$ cat src/rtl/dec8b10b_link_sync_ctrl.sv
// -----------------------------------------------------------------------------
// dec8b10b_link_sync_ctrl
//
// Sequencing and word-sync controller for an 8b/10b decoder. After link_en the
// decoder is enabled with its running disparity forced to RD- for FORCE_CYCLES
// cycles. The controller then hunts for K28.5 commas and declares sync after
// ACQ_COMMAS consecutive good commas. In sync, a leaky bad-word counter
// (LOSE_ERRS errors, one forgiven per GOOD_WORDS good words) decides loss of
// sync. Error words seen in ACQ/SYNC are tallied in a saturating counter.
//
// Ports:
//   clk          system clock, rising edge
//   reset_n      synchronous active-low reset
//   link_en      controller enable; 0 returns to IDLE
//   err_clr      synchronous clear of err_cnt (wins over increment)
//   dec_valid    decoder word valid
//   dec_dataout  decoded byte
//   dec_kout     decoded word is a K-character
//   dec_kerr     decoder code error
//   dec_rderr    decoder running-disparity error
//   dec_ena      decoder enable
//   dec_rdforce  force decoder running disparity
//   dec_rdin     forced disparity value (always RD-, i.e. 0)
//   sync         link word-synchronised
//   sync_lost    one-cycle pulse on SYNC -> HUNT
//   state        FSM state: IDLE=0 FORCE=1 HUNT=2 ACQ=3 SYNC=4
//   err_cnt      saturating error-word count
// -----------------------------------------------------------------------------
module dec8b10b_link_sync_ctrl #(
   parameter logic [7:0] COMMA        = 8'hBC,
   parameter int         ACQ_COMMAS   = 3,
   parameter int         LOSE_ERRS    = 4,
   parameter int         GOOD_WORDS   = 4,
   parameter int         FORCE_CYCLES = 2,
   parameter int         ERR_W        = 16
) (
   input  logic             clk,
   input  logic             reset_n,
   input  logic             link_en,
   input  logic             err_clr,
   input  logic             dec_valid,
   input  logic [7:0]       dec_dataout,
   input  logic             dec_kout,
   input  logic             dec_kerr,
   input  logic             dec_rderr,
   output logic             dec_ena,
   output logic             dec_rdforce,
   output logic             dec_rdin,
   output logic             sync,
   output logic             sync_lost,
   output logic [2:0]       state,
   output logic [ERR_W-1:0] err_cnt
);

   typedef enum logic [2:0] {
      S_IDLE  = 3'd0,
      S_FORCE = 3'd1,
      S_HUNT  = 3'd2,
      S_ACQ   = 3'd3,
      S_SYNC  = 3'd4
   } state_t;

   localparam logic [3:0]       ACQ_N   = 4'(ACQ_COMMAS);
   localparam logic [3:0]       LOSE_N  = 4'(LOSE_ERRS);
   localparam logic [3:0]       GOOD_N  = 4'(GOOD_WORDS);
   localparam logic [3:0]       FORCE_N = 4'(FORCE_CYCLES - 1);
   localparam logic [ERR_W-1:0] ERR_MAX = '1;

   state_t           state_reg, state_next;
   logic [3:0]       timer_reg, timer_next;
   logic [3:0]       acq_cnt_reg, acq_cnt_next;
   logic [3:0]       bad_cnt_reg, bad_cnt_next;
   logic [3:0]       good_cnt_reg, good_cnt_next;
   logic [ERR_W-1:0] err_cnt_reg;
   logic             err_inc;
   logic             sync_lost_next;

   logic             dec_ena_reg, dec_rdforce_reg, sync_reg, sync_lost_reg;

   // Word classification; all classes are qualified by dec_valid so idle
   // cycles never move a counter.
   logic word_err, word_good, word_comma;
   assign word_err   = dec_valid & (dec_kerr | dec_rderr);
   assign word_good  = dec_valid & ~(dec_kerr | dec_rderr);
   assign word_comma = word_good & dec_kout & (dec_dataout == COMMA);

   always_comb begin
      state_next     = state_reg;
      timer_next     = timer_reg;
      acq_cnt_next   = acq_cnt_reg;
      bad_cnt_next   = bad_cnt_reg;
      good_cnt_next  = good_cnt_reg;
      err_inc        = 1'b0;
      sync_lost_next = 1'b0;

      if (!link_en && state_reg != S_IDLE) begin
         // Disable takes priority over any word-class transition.
         state_next    = S_IDLE;
         timer_next    = '0;
         acq_cnt_next  = '0;
         bad_cnt_next  = '0;
         good_cnt_next = '0;
      end else begin
         case (state_reg)
            S_IDLE: begin
               if (link_en) begin
                  state_next = S_FORCE;
                  timer_next = FORCE_N;
               end
            end
            S_FORCE: begin
               if (timer_reg == 4'd0) state_next = S_HUNT;
               else                   timer_next = timer_reg - 4'd1;
            end
            S_HUNT: begin
               if (word_comma) begin
                  if (ACQ_N == 4'd1) begin
                     state_next    = S_SYNC;
                     acq_cnt_next  = '0;
                     bad_cnt_next  = '0;
                     good_cnt_next = '0;
                  end else begin
                     state_next   = S_ACQ;
                     acq_cnt_next = 4'd1;
                  end
               end
            end
            S_ACQ: begin
               if (word_err) begin
                  state_next   = S_HUNT;
                  acq_cnt_next = '0;
                  err_inc      = 1'b1;
               end else if (word_comma) begin
                  if (acq_cnt_reg + 4'd1 == ACQ_N) begin
                     state_next    = S_SYNC;
                     acq_cnt_next  = '0;
                     bad_cnt_next  = '0;
                     good_cnt_next = '0;
                  end else begin
                     acq_cnt_next = acq_cnt_reg + 4'd1;
                  end
               end
            end
            S_SYNC: begin
               if (word_err) begin
                  err_inc       = 1'b1;
                  good_cnt_next = '0;
                  if (bad_cnt_reg + 4'd1 == LOSE_N) begin
                     state_next     = S_HUNT;
                     sync_lost_next = 1'b1;
                     bad_cnt_next   = '0;
                     acq_cnt_next   = '0;
                  end else begin
                     bad_cnt_next = bad_cnt_reg + 4'd1;
                  end
               end else if (word_good) begin
                  // A run of GOOD_WORDS good words forgives one error.
                  if (good_cnt_reg + 4'd1 == GOOD_N) begin
                     good_cnt_next = '0;
                     if (bad_cnt_reg != 4'd0) bad_cnt_next = bad_cnt_reg - 4'd1;
                  end else begin
                     good_cnt_next = good_cnt_reg + 4'd1;
                  end
               end
            end
            default: begin
               state_next = S_IDLE;
            end
         endcase
      end
   end

   always_ff @(posedge clk) begin
      if (!reset_n) begin
         state_reg    <= S_IDLE;
         timer_reg    <= '0;
         acq_cnt_reg  <= '0;
         bad_cnt_reg  <= '0;
         good_cnt_reg <= '0;
      end else begin
         state_reg    <= state_next;
         timer_reg    <= timer_next;
         acq_cnt_reg  <= acq_cnt_next;
         bad_cnt_reg  <= bad_cnt_next;
         good_cnt_reg <= good_cnt_next;
      end
   end

   always_ff @(posedge clk) begin
      if (!reset_n) begin
         err_cnt_reg <= '0;
      end else if (err_clr) begin
         err_cnt_reg <= '0;
      end else if (err_inc && err_cnt_reg != ERR_MAX) begin
         err_cnt_reg <= err_cnt_reg + 1'b1;
      end
   end

   // Outputs are registered from the next state so they change on the same
   // edge that enters the state.
   always_ff @(posedge clk) begin
      if (!reset_n) begin
         dec_ena_reg     <= 1'b0;
         dec_rdforce_reg <= 1'b0;
         sync_reg        <= 1'b0;
         sync_lost_reg   <= 1'b0;
      end else begin
         dec_ena_reg     <= (state_next != S_IDLE);
         dec_rdforce_reg <= (state_next == S_FORCE);
         sync_reg        <= (state_next == S_SYNC);
         sync_lost_reg   <= sync_lost_next;
      end
   end

   assign dec_ena     = dec_ena_reg;
   assign dec_rdforce = dec_rdforce_reg;
   assign dec_rdin    = 1'b0;
   assign sync        = sync_reg;
   assign sync_lost   = sync_lost_reg;
   assign state       = state_reg;
   assign err_cnt     = err_cnt_reg;

endmodule

$ cat config.mk
export PLATFORM = sky130hd
export DESIGN_NAME = dec8b10b_link_sync_ctrl
export DESIGN_NICKNAME = d
export VERILOG_FILES = /design/src/rtl/dec8b10b_link_sync_ctrl.sv
export SDC_FILE = /design/constraint.sdc
export NUM_CORES = 1
export LEC_CHECK = 0
export BUFFER_PORTS_ARGS = -buffer_cell sky130_fd_sc_hd__buf_2
export CAP_MARGIN = 20
export CORE_UTILIZATION = 45
export CTS_CLUSTER_SIZE = 14
export DETAILED_ROUTE_END_ITERATION = 12
export PLACE_DENSITY = 0.66
export SYNTH_ARGS = -nofsm -noshare
export SYNTH_HDL_FRONTEND = slang
export SYNTH_SLANG_ARGS = --single-unit
$ cat constraint.sdc
create_clock -name clk -period 4 [get_ports clk]
set_input_delay 0.8 -clock clk [delete_from_list [all_inputs] [get_ports clk]]
set_output_delay 0.8 -clock clk [all_outputs]
set_load 0.1 [all_outputs]
==> results of run 1 <==
## per-layer routing
metal  routed length (um)  up-vias
met3                  167        7
met1                 2450      911
li1                     -     1057
met4                   65        0
met2                 2170       38
met5                    0        -
## cell usage after synthesis, types with 4 or more instances
| library cell | number |
|---|---|
| mux2i_1 | 7 |
| inv_1 | 9 |
| nor4_1 | 7 |
| xnor2_1 | 15 |
| nor3_1 | 12 |
| nand4_1 | 7 |
| a21oi_1 | 10 |
| nor2_1 | 30 |
| nand2_1 | 24 |
| ha_1 | 9 |
| nand3_1 | 12 |
| dfxtp_1 | 39 |
| a31oi_1 | 4 |
| o21ai_0 | 8 |
| and3_1 | 4 |
## where the power goes
group / switching (W) / internal, W / leakage (nW)
Combinational: 0.0000824 / 0.0000292 / 0.635
Clock: 0.000133 / 0.000157 / 0.0515
Sequential: 0.00000972 / 0.000396 / 0.315
## metrics by stage
step                std cells  hold WS (ns)
floorplan                 268         0.465
global placement          365         0.487
detailed placement        365         0.495
CTS                       373         0.506
global route              373         0.548
finish                    373         0.513
## worst min-delay path by stage
| stage | startpoint | end | slack [ns] | cells past startpoint |
|---|---|---|---|---|
| floorplan | acq_cnt_reg[2] | acq_cnt_reg[2] | 0.46 | 2 |
| global placement | acq_cnt_reg[2] | acq_cnt_reg[2] | 0.49 | 2 |
| detailed placement | acq_cnt_reg[2] | acq_cnt_reg[2] | 0.50 | 2 |
| CTS | acq_cnt_reg[2] | acq_cnt_reg[2] | 0.51 | 2 |
| global route | acq_cnt_reg[2] | acq_cnt_reg[2] | 0.55 | 2 |
| finish | acq_cnt_reg[2] | acq_cnt_reg[2] | 0.51 | 2 |
## logic make-up (layout without fill, tap and decap cells)
logic type | Yosys count | in the layout
buf+inv | 17 | 55
other cells | 1 | 1
xor+xnor | 17 | 17
flops | 39 | 39
fa+ha+maj | 10 | 10
mux | 7 | 7
compound gates | 53 | 53
simple gates | 124 | 124
## worst max-delay path: stages
cell      delay, ns
buf_2          0.10
nor4bb_1       0.57
nand3_1        0.18
o31ai_2        0.56
o21ai_1        0.31
mux2i_1        0.18
## layout by cell type, fill, tap and decap left out, types with 8 or more instances in the layout
master / synthesis / routed
a21oi_1: 10 / 10
ha_1: 9 / 9
inv_1: 9 / 9
nor3_1: 12 / 12
dfxtp_1: 39 / 39
nand2_1: 24 / 24
nor2_1: 30 / 30
nand3_1: 12 / 12
buf_2: 1 / 38
xnor2_1: 15 / 15
o21ai_0: 8 / 8
## cell type report
class / instances / area share
inverters: 9 / 0.0131
repair buffers: 38 / 0.0735
multi-input cells: 212 / 0.540
well taps: 67 / 0.0324
clock buffers: 8 / 0.0387
flip-flops and latches: 39 / 0.302
==> impl_results.md, run 1 <==
* Share of Yosys cell area claimed by the top area cell type at 0.346
* Grt ovf at 0
* Primary FF master, synth: dfxtp_1
* Post-CTS setup buffers at 0
* Die area at 5310 um2
* Die Wd at 72.8 um
* Total power at 0.000807 W
* Routed vias/inst at 5.40
* Vias in the first global route at 1785
* Initial antenna violation count at 0
* CP startpoint: dec_dataout[1]
* Worst endpoint required time at 4.17 ns
* Met2 Use GR at 0.316
* Status: complete, no violations
* DRC errors left at 0
* Setup tns final at 0 ns
* Largest family of logic cells by synthesized area: simple AND/OR/NAND/NOR gates
* R2R depth at 6
* Placed inst area at 2490 um2
* Pre-CTS setup slack at 1.17 ns
* Power Density at 312 nW/um2
* Met3 track demand over resource at 0.0428
* H-Tree Depth at 2
* Reg2reg start: acq_cnt_reg[1]
* Worst R2R Setup Slack at 1.73 ns
* Pleak at 1.00 nW
* Sink Count at 39
* RSZ-0062 raised after global routing: false
* Starting density of the core at 0.472
* Worst-Margin Slew at 0.982 ns
* Routed len/inst at 13.0 um
* Iteration count of the initial detailed-routing pass at 4
* Area Growth Syn to Fin at 14.5%
* Number of flops mapped to enable cells by yosys at 0
* CP Capture Type: register
* Slew HR at 0.340
* Hold Buf Count CTS at 0
* IO Pins at 40
* Post-Route WL at 4850 um
* Fin crit period at 2.53 ns
* Post-CTS sizing at 0
* Mux share of post-synthesis cell area at 0.0310
* Final Slew Violations at 0
* Largest net degree at the start of global routing at 17
* Mean Syn Cell Area at 8.43 um2
* Finished Cell Area at 2590 um2
* Hold Crit Class: register to register
* Core Footprint at 4790 um2
* Syn_nets at 293
* Max FFs per register at 16
* Post-route setup slack at 1.47 ns
* Nets at 330
* FF+latch count, synth at 39
* Die Y at 72.8 um
* Area taken by multi-input logic gates at 1400 um2
* Layer with the highest usage: met2
* Reg area at 781 um2
* Final Hold Fails at 0
* # Max-Cap Violations at 0
* Port bufs at 38
* Crit start category: input pin
* VDD IR-drop max at 0.211 mV
* Via count at 2013
* CTS tree: yes
* Final setup fails at 0
* ANT cells at 0
* Synth Area in XOR/XNOR at 0.0659
* Crit path DAT at 2.70 ns
* Std-Cell Rows at 25
* Final core utilization at 0.540
* First-pass GRT wire length at 8140 um
* Fin crit share at 0.632
* Reg2reg end: bad_cnt_reg[2]
* Post-synthesis sequential area ratio at 0.346
* CTS max path bufs at 2
* Area contributors post-synth: dfxtp_1 35%, xnor2_1 5.8%, ha_1 5.0%
* Post-synthesis adder-cell area fraction at 0.0543
* Ys Warns at 0
* Critical Path Fanout Max at 9
* Met1 usage at 0.267
* CTS clk-pin slew, worst paths at 0.07 ns
* DR iter-0 viols at 74
* Cells after synthesis at 268
* CTS Buf Count at 5
* Final GP Congestion at 0.800
* Crit path kind: input pin to register
* Clock Skew at 0.00426 ns
* Post-synthesis cell type count at 60
* Simple-Gate Fraction of Synth Area at 0.300
* Yosys top cell by area: dfxtp_1
* Fillers at 494
* Clock Tree Root: clkbuf_8
* Antenna viol nets, final at 0
* Layout cells sized above 1 at 0.186
* Compound-Gate Fraction of Synth Area at 0.166
* Dpl hpwl at 3610 um
* Worst-Skew Late Latency at 0.29 ns
* Worst Setup EP: bad_cnt_reg[2]
* Ys async rst share at 0
* All-Layer GR Usage at 0.198
* Fmax achieved at 395 MHz
* Post-synthesis cell area at 2260 um2
No activity file was read; power rests on OpenSTA's default activity.
==> inputs of run 2 (changes only) <==
--- a/config.mk
+++ b/config.mk
@@ -5,12 +5,13 @@
 export SDC_FILE = /design/constraint.sdc
 export NUM_CORES = 1
 export LEC_CHECK = 0
+export ABC_AREA = 1
 export BUFFER_PORTS_ARGS = -buffer_cell sky130_fd_sc_hd__buf_2
 export CAP_MARGIN = 20
 export CORE_UTILIZATION = 45
 export CTS_CLUSTER_SIZE = 14
 export DETAILED_ROUTE_END_ITERATION = 12
-export PLACE_DENSITY = 0.66
+export PLACE_DENSITY = 0.69
 export SYNTH_ARGS = -nofsm -noshare
 export SYNTH_HDL_FRONTEND = slang
 export SYNTH_SLANG_ARGS = --single-unit
==> constraint.sdc (replaced) <==
create_clock -name clk -period 2.1 [get_ports clk]
set_input_delay 0.42 -clock clk [delete_from_list [all_inputs] [get_ports clk]]
set_output_delay 0.42 -clock clk [all_outputs]
set_load 0.1 [all_outputs]
==> impl_results.md, run 2 <==
* Status: complete, but fails checks
* Failing checks: design-rule violations
* Routed len/inst at 11.3 um (-13%)
* Post-synthesis sequential area ratio at 0.329 (-0.0164)
* Final Slew Violations at 0 (unchanged)
* Antenna viol nets, final at 0 (unchanged)
* FF+latch count, synth at 39 (unchanged)
* Leading cell types in the layout, fill and taps excluded: 82 x nand2_1, 39 x inv_1, 38 x nor2_1, 38 x buf_2, 33 x dfxtp_1
* Fin crit share at 0.819
* Yosys top cell by area: dfxtp_1
* R2R depth at 10 (+4)
* Final setup fails at 0 (unchanged)
* Clock Skew at 0.00475 ns (+0.000497 ns)
* Grt ovf at 0 (unchanged)
* Port bufs at 38 (unchanged)
* Mean Syn Cell Area at 6.72 um2 (-20%)
* Worst-Skew Late Latency at 0.29 ns (about the same)
* First-pass GRT wire length at 8640 um (+6.1%)
* Worst endpoint required time at 2.29 ns (-1.88 ns)
* Crit path largest cell delay at 0.42 ns (-0.15 ns)
* Hold Startpoint: err_cnt[3]
* Via count at 2386 (+19%)
* Commonest cells post-synth: 82 x nand2_1, 39 x dfxtp_1, 39 x inv_1
* CTS max path bufs at 2 (unchanged)
* Leading cell type in the layout, fill and taps excluded: nand2_1
* Starting density of the core at 0.467 (-0.00469)
* Post-CTS setup buffers at 0 (unchanged)
* Post-synthesis cell type count at 34 (-43%)
* Iteration count of the initial detailed-routing pass at 8 (+4)
* Post-CTS sizing at 0 (unchanged)
* Ys Warns at 0 (unchanged)
* Clock Tree Root: clkbuf_8
* Routed vias/inst at 5.14 (-4.7%)
* Crit start category: register
* Power Density at 691 nW/um2 (+120%)
* ANT cells at 0 (unchanged)
* Fillers at 522 (+5.7%)
* Slowest cell on the critical path: dfxtp_1
* Final Hold Fails at 0 (unchanged)
* # Max-Cap Violations at 0 (unchanged)
* Number of flops mapped to enable cells by yosys at 0 (unchanged)
* Met3 track demand over resource at 0.0447 (+0.00190)
* Top cell by count, worst path: nand2_1
* Pleak at 1.22 nW (+22%)
* Area Growth Syn to Fin at 14.0%
* Layout cells sized above 1 at 0.178 (-0.00861)
* Area contributors post-synth: dfxtp_1 33%, nand2_1 13%, nand3_1 6.3%
* CTS clk-pin slew, worst paths at 0.08 ns (about the same)
* Fin crit period at 1.72 ns
* IO Pins at 40 (unchanged)
* All-Layer GR Usage at 0.199 (+0.000964)
* Max FFs per register at 16 (unchanged)
* Worst R2R Setup Slack at 0.38 ns (-1.35 ns)
* Vias in the first global route at 1965 (+10%)
* Crit path kind: register to register
* Die Y at 74.6 um (+2.4%)
* CP Capture Type: register
* DR iter-0 viols at 148 (+100%)
* Layer with the highest usage: met2
* Met1 usage at 0.274 (+0.00695)
* Final hold slack at 0.461 ns (-0.0514 ns)
* Nets at 418 (+27%)
* Initial antenna violation count at 0 (unchanged)
* Crit path DAT at 1.91 ns (-0.79 ns)
* Reg2reg start: acq_cnt_reg[1]
* Hold Crit Class: register to register
* Std-Cell Rows at 26 (+4.0%)
* Cells after synthesis at 353 (+32%)
* CTS tree: yes
* Post-Route WL at 5230 um (+7.8%)
* Sink Count at 39 (unchanged)
* Dpl hpwl at 3950 um (+9.4%)
* Post-synthesis cell area at 2370 um2 (+5.0%)
* DRC errors left at 1 (+1)
* Final GP Congestion at 0.937 (+17%)
* Reg2reg end: good_cnt_reg[0]
* Share of Yosys cell area claimed by the top area cell type at 0.329 (-0.0164)
* Hold Crit Endpoint: err_cnt[3]
* Core Footprint at 5070 um2 (+6.0%)
* CTS Buf Count at 5 (unchanged)
* Most frequent cell after synthesis: nand2_1
* VDD IR-drop max at 0.365 mV (+73%)
* Worst path bufs/invs at 1 (unchanged)
* WHS Path Cells at 1 (-1)
* Met2 Use GR at 0.317 (+0.00164)
* Fmax achieved at 581 MHz
* Syn_nets at 378 (+29%)
* Die area at 5560 um2 (+4.8%)
* Largest net degree at the start of global routing at 18 (+1)
* Ys async rst share at 0 (unchanged)
* Sequence of cells on the critical path: ha_1 > inv_1 > nand2_1 > nand2_1 > nor2_1 > nand3_1 > nand2_2 > nand2_1 > o21ai_0 > nor2_1
* Primary FF master, synth: dfxtp_1
* Die Wd at 74.6 um (+2.4%)
* Critical Path Fanout Max at 10 (+1)
* H-Tree Depth at 2 (unchanged)
* RSZ-0062 raised after global routing: false
* Finished Cell Area at 2700 um2 (+4.5%)
* Placed inst area at 2620 um2 (+5.3%)
* CP top delay family: simple AND/OR/NAND/NOR gates
* Hold Buf Count CTS at 0 (unchanged)
-- run 2: cell count changes in the layout (fill, tap and decap cells not counted), moves of 8 or more --
cell / delta
a21oi_1: +19
nand3_1: +18
nand2_1: +58
nor2_1: +8
inv_1: +30
xnor2_1: -11
-- run 2: stage by stage --
stage / TNS [ns] / std cells / total power, W / setup slack, ns / utilization
finish: 0 / 464 / 0.00187 / 0.379 / 0.533
global route: 0 / 464 / 0.00198 / 0.127 / 0.533
CTS: 0 / 464 / 0.00189 / 0.400 / 0.533
detailed placement: 0 / 456 / 0.00138 / 0.347 / 0.516
global placement: 0 / 456 / 0.00137 / 0.376 / 0.516
floorplan: -0.0128 / 353 / 0.00128 / -0.0128 / -
-- run 2: final cells by class --
| type | count | area [um2] | area share |
|---|---|---|---|
| Multi-Input combinational cell | 265 | 1380 | 0.511 |
| Sequential cell | 39 | 788 | 0.292 |
| Timing Repair Buffer | 39 | 198 | 0.0731 |
| Inverter | 43 | 164 | 0.0606 |
| Tap cell | 70 | 87.6 | 0.0324 |
| Clock buffer | 6 | 72.6 | 0.0268 |
| Clock inverter | 2 | 12.5 | 0.00463 |
-- run 2: how the worst max path moves through the flow --
stage	from	end	slack [ns]	depth (start not counted)
3_3_place_gp	dec_dataout[6]	good_cnt_reg[0]	0.38	9
4_1_cts	err_cnt[0]	err_cnt[12]	0.40	8
6_report	acq_cnt_reg[1]	good_cnt_reg[0]	0.38	10
3_5_place_dp	dec_dataout[6]	good_cnt_reg[0]	0.35	9
5_1_grt	acq_cnt_reg[1]	good_cnt_reg[2]	0.13	10
2_1_floorplan	err_cnt[6]	err_cnt[4]	-0.01	7
-- run 2: logic make-up (layout without fill, tap and decap cells) --
| family | count (synthesis) | count (layout) | share of synthesized area |
|---|---|---|---|
| buffers and inverters | 49 | 90 | 0.0881 |
| AND/OR/NAND/NOR | 189 | 189 | 0.359 |
| flip-flops | 39 | 39 | 0.329 |
| AO/OA/AOI/OAI | 53 | 53 | 0.127 |
| adder cells (fa/ha/maj) | 9 | 9 | 0.0475 |
| XOR/XNOR | 13 | 13 | 0.0480 |
| other | 1 | 1 | 0.00158 |
-- run 2: metal layers --
metal,wire length (um),vias to the layer above
met4,40,0
met5,0,-
met2,2380,59
li1,-,1226
met3,237,5
met1,2570,1096
-- run 2: power by group --
group	switching [W]	leakage [nW]	internal [W]
clock	0.000275	0.0412	0.000232
combinational	0.000382	0.862	0.000137
sequential	0.0000479	0.319	0.000795
